--- src/rtl/conv_param_loader.sv ---
// Loads convolution weights and biases from a byte stream into on-chip memories
// and serves them through synchronous read ports.
module conv_param_loader #(
    parameter int NUM_FILTERS = 4,
    parameter int IN_CHANNELS = 1,
    parameter int KERNEL_SIZE = 3,
    parameter int BIAS_BYTES  = 4,
    localparam int NW = NUM_FILTERS * IN_CHANNELS * KERNEL_SIZE * KERNEL_SIZE,
    localparam int WA = (NW > 1) ? $clog2(NW) : 1,
    localparam int BA = (NUM_FILTERS > 1) ? $clog2(NUM_FILTERS) : 1,
    localparam int BW = BIAS_BYTES * 8
) (
    input  logic          clk,
    input  logic          rst_n,
    input  logic          load_start,
    input  logic          in_valid,
    input  logic [7:0]    in_data,
    output logic          in_ready,
    output logic          load_done,
    output logic          params_valid,
    input  logic [WA-1:0] w_rd_addr,
    output logic [7:0]    w_rd_data,
    input  logic [BA-1:0] b_rd_addr,
    output logic [BW-1:0] b_rd_data
);

    localparam int KW = (BIAS_BYTES > 1) ? $clog2(BIAS_BYTES) : 1;

    typedef enum logic [1:0] {IDLE, LOAD_W, LOAD_B, DONE} state_t;

    state_t        state;
    logic [WA-1:0] wcnt;
    logic [BA-1:0] bcnt;
    logic [KW-1:0] kcnt;
    logic [BW-1:0] bias_acc;

    logic          accept;
    logic          last_byte;
    logic          w_we;
    logic          b_we;
    logic [BW-1:0] bias_word;

    logic [7:0]    w_mem [NW];
    logic [BW-1:0] b_mem [NUM_FILTERS];

    // Handshake: a byte moves only when in_valid && in_ready; a byte that
    // coincides with load_start is dropped because the load is restarting.
    assign accept    = in_valid && in_ready && !load_start;
    assign last_byte = (kcnt == KW'(BIAS_BYTES - 1));
    assign w_we      = accept && (state == LOAD_W);
    assign b_we      = accept && (state == LOAD_B) && last_byte;

    always_comb begin
        bias_word = bias_acc;
        bias_word[int'(kcnt) * 8 +: 8] = in_data;
    end

    always_ff @(posedge clk or negedge rst_n) begin
        if (!rst_n) begin
            state        <= IDLE;
            wcnt         <= '0;
            bcnt         <= '0;
            kcnt         <= '0;
            bias_acc     <= '0;
            in_ready     <= 1'b0;
            load_done    <= 1'b0;
            params_valid <= 1'b0;
        end else begin
            load_done <= 1'b0;
            if (load_start) begin
                state        <= LOAD_W;
                wcnt         <= '0;
                bcnt         <= '0;
                kcnt         <= '0;
                bias_acc     <= '0;
                in_ready     <= 1'b1;
                params_valid <= 1'b0;
            end else begin
                case (state)
                    LOAD_W: begin
                        if (accept) begin
                            if (wcnt == WA'(NW - 1)) begin
                                state <= LOAD_B;
                                bcnt  <= '0;
                                kcnt  <= '0;
                            end else begin
                                wcnt <= wcnt + 1'b1;
                            end
                        end
                    end
                    LOAD_B: begin
                        if (accept) begin
                            if (last_byte) begin
                                kcnt     <= '0;
                                bias_acc <= '0;
                                if (bcnt == BA'(NUM_FILTERS - 1)) begin
                                    state        <= DONE;
                                    in_ready     <= 1'b0;
                                    load_done    <= 1'b1;
                                    params_valid <= 1'b1;
                                end else begin
                                    bcnt <= bcnt + 1'b1;
                                end
                            end else begin
                                kcnt     <= kcnt + 1'b1;
                                bias_acc <= bias_word;
                            end
                        end
                    end
                    default: ;
                endcase
            end
        end
    end

    // Memory arrays carry no reset so weights can map to LUT RAM and biases
    // to block RAM; contents are only meaningful after a completed load.
    always_ff @(posedge clk) begin
        if (w_we) w_mem[wcnt] <= in_data;
    end

    always_ff @(posedge clk) begin
        if (b_we) b_mem[bcnt] <= bias_word;
    end

    // Registered reads return pre-write contents on a same-cycle collision.
    always_ff @(posedge clk or negedge rst_n) begin
        if (!rst_n) begin
            w_rd_data <= '0;
            b_rd_data <= '0;
        end else begin
            w_rd_data <= (int'(w_rd_addr) < NW) ? w_mem[w_rd_addr] : '0;
            b_rd_data <= (int'(b_rd_addr) < NUM_FILTERS) ? b_mem[b_rd_addr] : '0;
        end
    end

endmodule

--- config.mk ---
export PLATFORM = sky130hd
export DESIGN_NAME = conv_param_loader
export DESIGN_NICKNAME = d
export VERILOG_FILES = /design/src/rtl/conv_param_loader.sv
export SDC_FILE = /design/constraint.sdc
export NUM_CORES = 1
export LEC_CHECK = 0
export ABC_CLOCK_PERIOD_IN_PS = 3100
export CAP_MARGIN = 10
export CELL_PAD_IN_SITES_DETAIL_PLACEMENT = 0
export CELL_PAD_IN_SITES_GLOBAL_PLACEMENT = 1
export CORE_ASPECT_RATIO = 1.75
export CORE_UTILIZATION = 50
export CTS_CLUSTER_SIZE = 10
export DETAILED_ROUTE_END_ITERATION = 6
export PLACE_DENSITY = 0.72
export SYNTH_ARGS = -nofsm -noshare
export SYNTH_HDL_FRONTEND = slang
export SYNTH_SLANG_ARGS = --single-unit
--- constraint.sdc ---
create_clock -name clk -period 3.1 [get_ports clk]
set_input_delay 0.62 -clock clk [delete_from_list [all_inputs] [get_ports clk]]
set_output_delay 0.62 -clock clk [all_outputs]
set_load 0.02 [all_outputs]
### Word-level counts from Yosys, hierarchy flattened

Memory sizes are Yosys's and may differ from the RTL's. A register that Yosys moved wholly into a read port is not among the register bits.
Cells that the tools add are included.

* add/subtract/negate cells: 4
* reduce and logical (&&, ||, !) cells: 19
* $lt $le $gt $ge: 1
* shift operators: 2
* equality and inequality tests: 12
* mux-type cells: 47

Operators by type and width (count)
* 32-bit 2-to-1 mux: 4
* 5-bit negator with 33-bit output: 1
* 8-bit by 33-bit variable shift with 32-bit output, first input constant: 1
* 8-bit by 33-bit indexed part select with 32-bit output: 1
* 32-bit bitwise mux: 1
* 2-bit 2-to-1 mux: 15
* 6-bit 2-to-1 mux: 4
* 1-bit 2-to-1 mux: 19
* 3-bit != test, second input constant: 4
* 2-bit one-hot mux with 2 select lines: 3
* 6-bit AND reduction: 2
* 2-bit nonzero test: 5
* 8-bit 2-to-1 mux: 1
* 4-bit AND reduction: 2
* 6-bit by 1-bit adder with 6-bit output, second input constant: 1
* 2-bit == test, second input constant: 3
* 6-bit == test, second input constant: 1
* 6-bit < comparator, second input constant: 1
* 3-bit by 2-bit != test with 1-bit output, second input constant: 2
* 1-bit logical AND: 5
* 2-bit by 1-bit adder with 2-bit output, second input constant: 2
* 3-bit AND reduction: 1
* 3-bit nonzero test: 1
* 2-bit by 1-bit == test with 1-bit output, second input constant: 1
* other kinds (3): 4

* input port bits: 20
* RAM bits: 416
* register bits: 55
* output and inout bits: 43
* memories kept: 2

Memories
* w_mem: depth 36, bits a word 8, rd ports 1, clocked after memory_dff 0, wr ports 1, RTL line 43 `logic [7:0] w_mem [NW];`
* b_mem: depth 4, bits a word 32, rd ports 1, clocked after memory_dff 1, wr ports 1, RTL line 44 `logic [BW-1:0] b_mem [NUM_FILTERS];`

### Depth between registers and ports, before layout

Gate-level depths: netlist of run 1.

* word-level depth: 7
* mapped depth: 8

### Least setup slack after synthesis of run 1

Ideal clock, no wire load.

* path type: in2reg
* start point: input port load_start
* end point: memory b_mem[3][0] (netlist name), enable pin
* stages: 4
* arrival time: 1.990 ns
* buffers on the path: 1
* path slack: 0.717 ns
* required time: 2.707 ns
* cells stage by stage: clkbuf_1 > nor2_1 > and3_1 > and2_1

* longest elaborated chain between the ends: 6

Ends and longest elaborated chain
* start: declaration: RTL line 15 `input logic load_start,`
* 1-bit zero test: RTL line 48 `assign accept = in_valid && in_ready && !load_start;`
* 1-bit logical AND: RTL line 48
* 1-bit logical AND (2 in series): RTL line 51 `assign b_we = accept && (state == LOAD_B) && last_byte;`
* 1-bit 2-to-1 mux: RTL line 123 `if (b_we) b_mem[bcnt] <= bias_word;`
* 1-bit 2-to-1 mux (not written as such): RTL line 123
* end: declaration: RTL line 44

No other way between the ends.

### Worst setup path after layout of run 1

* start point: register kcnt[0]
* end point: memory b_mem[3][26] (netlist name), data pin

* longest elaborated chain between the ends: 3

Ends and longest elaborated chain
* start: declaration: RTL line 34 `logic [KW-1:0] kcnt;`
* start signal: assignment: RTL line 105 `kcnt <= kcnt + 1'b1;`
* 5-bit negator with 33-bit output *: RTL line 55 `bias_word[int'(kcnt) * 8 +: 8] = in_data;`
* 8-bit by 33-bit indexed part select with 32-bit output or 8-bit by 33-bit variable shift with 32-bit output (tied branches): RTL line 55
* 32-bit bitwise mux *: RTL line 55
* net bias_word[26]: RTL line 41 `logic [BW-1:0] bias_word;`

The timed path passes the listed nets; every way through them passes the cells marked *.

==> results by group, run 1 <==
Place
  • RePlAce Congestion: about 0.90
  • Port bufs: 62
  • DPL Wire Length: 27.4 mm
  • Dpl cells: about 1600

Yosys
  • Synthesized cell area: 19400 um^2
  • Number of synthesized flops with an enable pin: 416
  • YS warnings: 0
  • Yosys top cell by area: edfxtp_1
  • Post-Syn Instances: 1007
  • Sequential-to-total area share from yosys stat: 0.757
  • Syn avg cell area: 19.3 um^2
  • Post-synth top area share: 0.644
  • Post-synthesis register bit count: 503
  • Ranking of synthesized cells by area: edfxtp_1 64%, mux4_2 12%, dfrtp_1 11%, a22o_1 1.4%, mux2i_1 1.3%
  • Cell variety after synth: 50
  • Post-synth ARST share: 0.173
  • Prevailing post-synth register cell: edfxtp_1
  • Syn Nets: approximately 1000

Finish
  • Final nets: 1201
  • Ant. Diodes: 0
  • Multi-input gate area: between 4000 and 5000 um^2
  • Share of layout cells above drive strength 1: 0.223
  • Area growth syn-to-layout: 17.3%
  • Fin cells: 1700
  • Sequential Area: between 10000 and 15000 um^2
  • Commonest non-fill, non-tap cells in the layout: 416 x edfxtp_1, 101 x mux4_2, 87 x dfrtp_1
  • Fill cells: 2856
  • Commonest non-fill, non-tap cell in the layout: edfxtp_1

STA
  • Pins Over Slew Limit: 0
  • Peak Freq: about 400 MHz
  • RSZ-0062 raised after global routing: no
  • Worst Tran Pin Value: 0.804 ns
  • Tmin final: 2.51 ns
  • Setup TNS: 0 ns
  • Rel. slew slack: 0.463
  • Final worst-path cycle share: 0.809
  • Final setup vio count: 0
  • Final hold vios: 0
  • Worst Skew: 0.0161 ns

Clock tree
  • Root buf cell: clkbuf_16
  • CTS tree: yes
  • Post-CTS Hold Fix Bufs: 0
  • Clk_lat worst skew: 0.58 ns
  • # Post-CTS Setup Buffers: 0
  • CTS resizes: 0
  • Cts bufs inserted: 56
  • Depth of the CTS H-tree: 2
  • CTS Sinks: 503
  • Clock-pin slew on the worst setup and hold paths: 0.05 ns
  • Worst-case clock buffer depth: 3

Outcome
  • Outcome: finished with violations
  • Failing checks: design-rule violations

Worst setup path
  • Critical Path Fanout Max: 11
  • Critical path capture point type: flip-flop
  • CP Depth: 6
  • Crit-path cells: inv_1 -> ha_1 -> nor4b_2 -> and2b_1 -> nand2_1 -> o21ai_0
  • CP Class: reg -> reg
  • Slowest CP cell: nor4b_2
  • Arr. time, crit path: 2.80 ns
  • Critical Path Source Type: flip-flop
  • Critical path's largest stage delay: 0.56 ns
  • Worst path bufs/invs: 1
  • CP top delay family: simple AND/OR/NAND/NOR gates
  • WP data required: around 3.4 ns
  • Worst reg2reg path depth: 6

Drt
  • Post-route ant nets: 0
  • Starting DRT DRC Count: 598
  • Drt pass-1 iters: 7
  • # DRC: 2
  • Via count: between 9000 and 10000
  • WL/cell: roughly 24 um
  • Via-to-Cell Ratio: ~5.6
  • Final WL: 41.4 mm

Die
  • Number of I/O pins: 63
  • DIE HEIGHT: 263 um
  • Starting Density: 0.507
  • Die ar.: 39600 um^2
  • Rows: 95
  • Core area: 38300 um^2
  • Die Wd: 151 um

Global route
  • Global Route Usage Sum: 0.222
  • Vias in the first global route: 10417
  • First-pass GRT wire length: 63.5 mm
  • Initial antenna violation count: 0
  • Pin count of the biggest net entering global routing: 50
  • Grt ovf: 0

Pwr
  • Pwr Density: 615 nW/um^2
  • VDD IR-drop max: 0.000553 V
  • P_leak: 7.76 nW

Job
  • Max_cap viols: 0

Worst hold path
  • Worst Hold Class: in -> async
## routing by layer
| layer | vias up | wire length [um] | global-route usage |
|---|---|---|---|
| li1 | 4295 | - | - |
| met2 | 241 | 22800 | 0.400 |
| met5 | - | 0 | 0 |
| met4 | 0 | 1550 | 0.0900 |
| met3 | 82 | 1540 | 0.0297 |
| met1 | 4970 | 15500 | 0.263 |
## cell type report
type                    count  area share
flip-flops and latches    503       0.645
multi-input cells         419       0.191
clock buffers             101      0.0700
repair buffers            150      0.0605
well taps                 485      0.0267
inverters                  40     0.00660
clock inverters             2    0.000495
## final timing paths
path	startpoint	endpoint	slack, ns
max in group asynchronous	rst_n	b_rd_data[30]$_DFF_PN0_	2.35
min reg2reg	bias_acc[6]$_DFFE_PN0P_	bias_acc[6]$_DFFE_PN0P_	0.50
min in group clk	bias_acc[6]$_DFFE_PN0P_	bias_acc[6]$_DFFE_PN0P_	0.50
min	rst_n	b_rd_data[6]$_DFF_PN0_	0.05
max	kcnt[0]$_DFFE_PN0P_	b_mem[3][26]$_DFFE_PP_	0.59
max reg2reg	kcnt[0]$_DFFE_PN0P_	b_mem[3][26]$_DFFE_PP_	0.59
## cells in the mapped netlist (2+ instances only)
| cell type | n |
|---|---|
| ha_1 | 11 |
| o221ai_1 | 2 |
| a21oi_1 | 5 |
| edfxtp_1 | 416 |
| inv_1 | 40 |
| nor4_1 | 2 |
| buf_1 | 2 |
| xor2_1 | 3 |
| or3_1 | 2 |
| nand4_1 | 2 |
| mux4_2 | 101 |
| and3_1 | 4 |
| o21ai_0 | 16 |
| buf_2 | 12 |
| dfrtp_1 | 87 |
| o21ai_1 | 19 |
| a211o_1 | 2 |
| nand3b_1 | 2 |
| o21bai_1 | 2 |
| a22o_1 | 32 |
| a221oi_1 | 2 |
| buf_4 | 7 |
| mux2i_1 | 26 |
| nand2_1 | 51 |
| mux2_2 | 13 |
| xnor2_1 | 2 |
| buf_6 | 3 |
| or3b_1 | 2 |
| and2_1 | 8 |
| a31oi_1 | 3 |
| o31ai_1 | 2 |
| nor2_1 | 62 |
| a211oi_1 | 8 |
| clkbuf_1 | 19 |
| nor2b_1 | 5 |
| nand2b_1 | 5 |
| o22ai_1 | 7 |
| nand3_1 | 8 |
## stage by stage
stage           util  hold slack (ns)  total power [W]  setup WS [ns]  area, um^2
3_3_place_gp   0.552            0.482          0.00825          0.385       21100
6_report       0.594           0.0465           0.0140          0.592       22700
3_5_place_dp   0.552            0.481          0.00826          0.356       21100
2_1_floorplan      -            0.324          0.00790          0.717       19400
4_1_cts        0.594           0.0531           0.0141          0.541       22700
5_1_grt        0.594           0.0822           0.0144          0.296       22700
## where the power goes
group / switching (W) / internal (W)
Clock: 0.00246 / 0.00342
Sequential: 0.0000189 / 0.00736
Combinational: 0.000426 / 0.000305
Total: 0.00290 / 0.0111
## registers in the layout, summed over array words and instances (netlist names), 2 cells and up
name,flops
w_mem,288
wcnt,6
b_mem,128
w_rd_data,8
bias_acc,32
state,2
bcnt,2
kcnt,2
b_rd_data,32
## kinds of logic (layout without fill, tap and decap cells)
family | after synthesis | count (layout) | synth area share
compound gates | 103 | 103 | 0.0374
xor+xnor | 5 | 5 | 0.00226
fa+ha+maj | 11 | 11 | 0.00710
buf+inv | 85 | 293 | 0.0205
flops | 503 | 503 | 0.757
mux | 140 | 140 | 0.138
simple gates | 160 | 160 | 0.0379
Power figures use the tool's default switching activity.
==> run 2, diff against run 1 <==
--- a/config.mk
+++ b/config.mk
@@ -5,12 +5,12 @@
 export SDC_FILE = /design/constraint.sdc
 export NUM_CORES = 1
 export LEC_CHECK = 0
-export ABC_CLOCK_PERIOD_IN_PS = 3100
+export ABC_CLOCK_PERIOD_IN_PS = 2300
 export CAP_MARGIN = 10
 export CELL_PAD_IN_SITES_DETAIL_PLACEMENT = 0
 export CELL_PAD_IN_SITES_GLOBAL_PLACEMENT = 1
 export CORE_ASPECT_RATIO = 1.75
-export CORE_UTILIZATION = 50
+export CORE_UTILIZATION = 48
 export CTS_CLUSTER_SIZE = 10
 export DETAILED_ROUTE_END_ITERATION = 6
 export PLACE_DENSITY = 0.72
==> constraint.sdc (replaced) <==
create_clock -name clk -period 2.3 [get_ports clk]
set_input_delay 0.46 -clock clk [delete_from_list [all_inputs] [get_ports clk]]
set_output_delay 0.46 -clock clk [all_outputs]
set_load 0.02 [all_outputs]
==> run 2 against run 1 <==
  * The run still ends with design-rule violations left
  * Register-to-register slack worse by 0.42 ns
  * Flip-flop and latch count stayed put
  * Clock skew is 0.00066 ns lower
  * Die area is 4.1% higher
  * Clock power is 35% higher
  * Combinational power is 43% higher
  * Sequential power is 35% higher
  * Critical path depth is 2 higher
  * Power is 35% higher
  * First-iteration DRC count is 20% lower
  * Worst setup slack worse by 0.42 ns
  * Critical path type unchanged
  * Critical endpoint is now bias_acc[3]$_DFFE_PN0P_
  * Largest power group unchanged
==> results by group, run 2 (synthesis results as in run 1) <==
Outcome
  • Outcome: finished with violations
  • Failing checks: design-rule violations

Worst setup path
  • Arr. time, crit path: about 2.6 ns
  • Critical Path Fanout Max: 9
  • WP data required: 2.81 ns
  • Critical path capture point type: flip-flop
  • CP Class: reg -> reg
  • Critical Path Source Type: flip-flop
  • Flop2flop setup slack: 0.17 ns

Pwr
  • Pwr Density: slightly above 800 nW/um^2
  • Sequential fraction of design power: 0.525
  • Clock share of power: 0.420
  • Net Sw Frac: 0.206
  • VDD IR-drop max: 0.000611 V
  • P_leak: 7.99 nW
  • Sw Pwr: 0.00390 W
  • Combinational share of power: 0.055
  • Internal Pwr Total: 0.0151 W

Finish
  • Commonest non-fill, non-tap cells in the layout: 416 x edfxtp_1, 113 x buf_4, 101 x mux4_2
  • Final nets: about 1200
  • Largest register FFs: approximately 290
  • Top Registers: w_mem (288), b_mem (128)
  • Share of layout cells above drive strength 1: 0.249
  • Ant. Diodes: 0
  • Fin cells: 1748
  • Top reg by flops: w_mem
  • Commonest non-fill, non-tap cell in the layout: edfxtp_1
  • Area growth syn-to-layout: 19.3%
  • Final core occ: 0.579

Global route
  • Vias in the first global route: 10540
  • Pin count of the biggest net entering global routing: 43
  • Global Route Usage Sum: 0.210
  • Initial antenna violation count: 0
  • Grt ovf: 0
  • First-pass GRT wire length: between 60 and 70 mm

Drt
  • Via-to-Cell Ratio: 5.56
  • Drt pass-1 iters: 6
  • Starting DRT DRC Count: 480
  • # DRC: 2
  • Final WL: roughly 42 mm
  • Post-route ant nets: 0
  • Via count: 9713
  • WL/cell: 23.8 um

Worst hold path
  • Worst Hold Class: in -> async

Die
  • Starting Density: 0.486
  • Rows: 97
  • Core area: 39900 um^2
  • Die ar.: roughly 41000 um^2
  • DIE HEIGHT: 268 um
  • Number of I/O pins: 63
  • Die Wd: 154 um

Clock tree
  • Root buf cell: clkbuf_16
  • Worst-case clock buffer depth: 3
  • CTS Sinks: just over 500
  • Depth of the CTS H-tree: 2
  • Clock-pin slew on the worst setup and hold paths: 0.06 ns
  • CTS tree: yes
  • Clk_lat worst skew: 0.57 ns
  • Cts bufs inserted: 56

STA
  • RSZ-0062 raised after global routing: no
  • Final setup vio count: 0
  • Peak Freq: 469 MHz
  • Tmin final: between 2 and 2.5 ns
  • Final worst-path cycle share: 0.926
  • Final hold vios: 0
  • Pins Over Slew Limit: 0
  • Worst Skew: 0.0155 ns
  • Setup TNS: 0 ns
  • Rel. slew slack: 0.544
  • Worst Tran Pin Value: approximately 0.68 ns

Place
  • DPL Wire Length: 28.4 mm
  • RePlAce Congestion: 0.855
  • Port bufs: 62
  • Dpl cells: 1644

Job
  • Max_cap viols: 0
## run 2: cell type report
| cell class | count | area, um^2 |
|---|---|---|
| fill | 3017 | 16800 |
| clock inverter | 1 | 5.00 |
| timing repair buffer | 188 | 1730 |
| sequential | 503 | 14700 |
| multi-input combinational | 419 | 4340 |
| inverter | 40 | 150 |
| clock buffer | 102 | 1620 |
| tap | 495 | 619 |
## run 2: worst paths after layout
kind	startpoint	end	depth (start not counted)
min in group clk	in_data[4]	w_mem[2][4]$_DFFE_PP_	1
min	rst_n	b_rd_data[4]$_DFF_PN0_	2
max in group asynchronous	rst_n	bias_acc[15]$_DFFE_PN0P_	3
max	kcnt[0]$_DFFE_PN0P_	bias_acc[3]$_DFFE_PN0P_	8
max reg2reg	kcnt[0]$_DFFE_PN0P_	bias_acc[3]$_DFFE_PN0P_	8
min reg2reg	bias_acc[22]$_DFFE_PN0P_	bias_acc[22]$_DFFE_PN0P_	1
## run 2: layer usage
metal	up-vias	global-route usage	routed length, um
met2	197	0.419	24500
met3	84	0.0252	1200
met5	-	0	0
li1	4381	-	-
met4	0	0.0816	1380
met1	5051	0.222	14500
## run 2: power groups by stage
stage	Sequential, W	Clock [W]	Combinational, W
2_1_floorplan	0.0102	0	0.000464
3_3_place_gp	0.0101	0	0.00106
3_5_place_dp	0.0101	0	0.00107
4_1_cts	0.00994	0.00814	0.00107
5_1_grt	0.00995	0.00845	0.00112
6_report	0.00995	0.00795	0.00105
## run 2: critical path, cell delays in order, from the launching register on
cell and delay (ns):
dfrtp_1 0.38, inv_1 0.15, ha_1 0.25, buf_4 0.20
nor4bb_1 0.36, buf_4 0.23, nand2_1 0.08, o21ai_1 0.22
a22o_1 0.20
## run 2: repair_timing
action	in CTS	in global routing
endpoints found under the setup margin	0	25
gates resized for setup	0	2
buffers inserted	0	0
endpoints found under the hold margin	19	0
hold buffers	1	0
## run 2: through the flow
step	cell area (um^2)	total power, W	worst slack [ns]	hold WS (ns)
after floorplan	19400	0.0106	0.0772	0.164
after global placement	21500	0.0112	-0.158	0.426
after detailed placement	21500	0.0112	-0.165	0.428
after CTS	23100	0.0192	0.0295	0.368
after global routing	23100	0.0195	0.00631	0.393
final	23100	0.0190	0.169	0.383
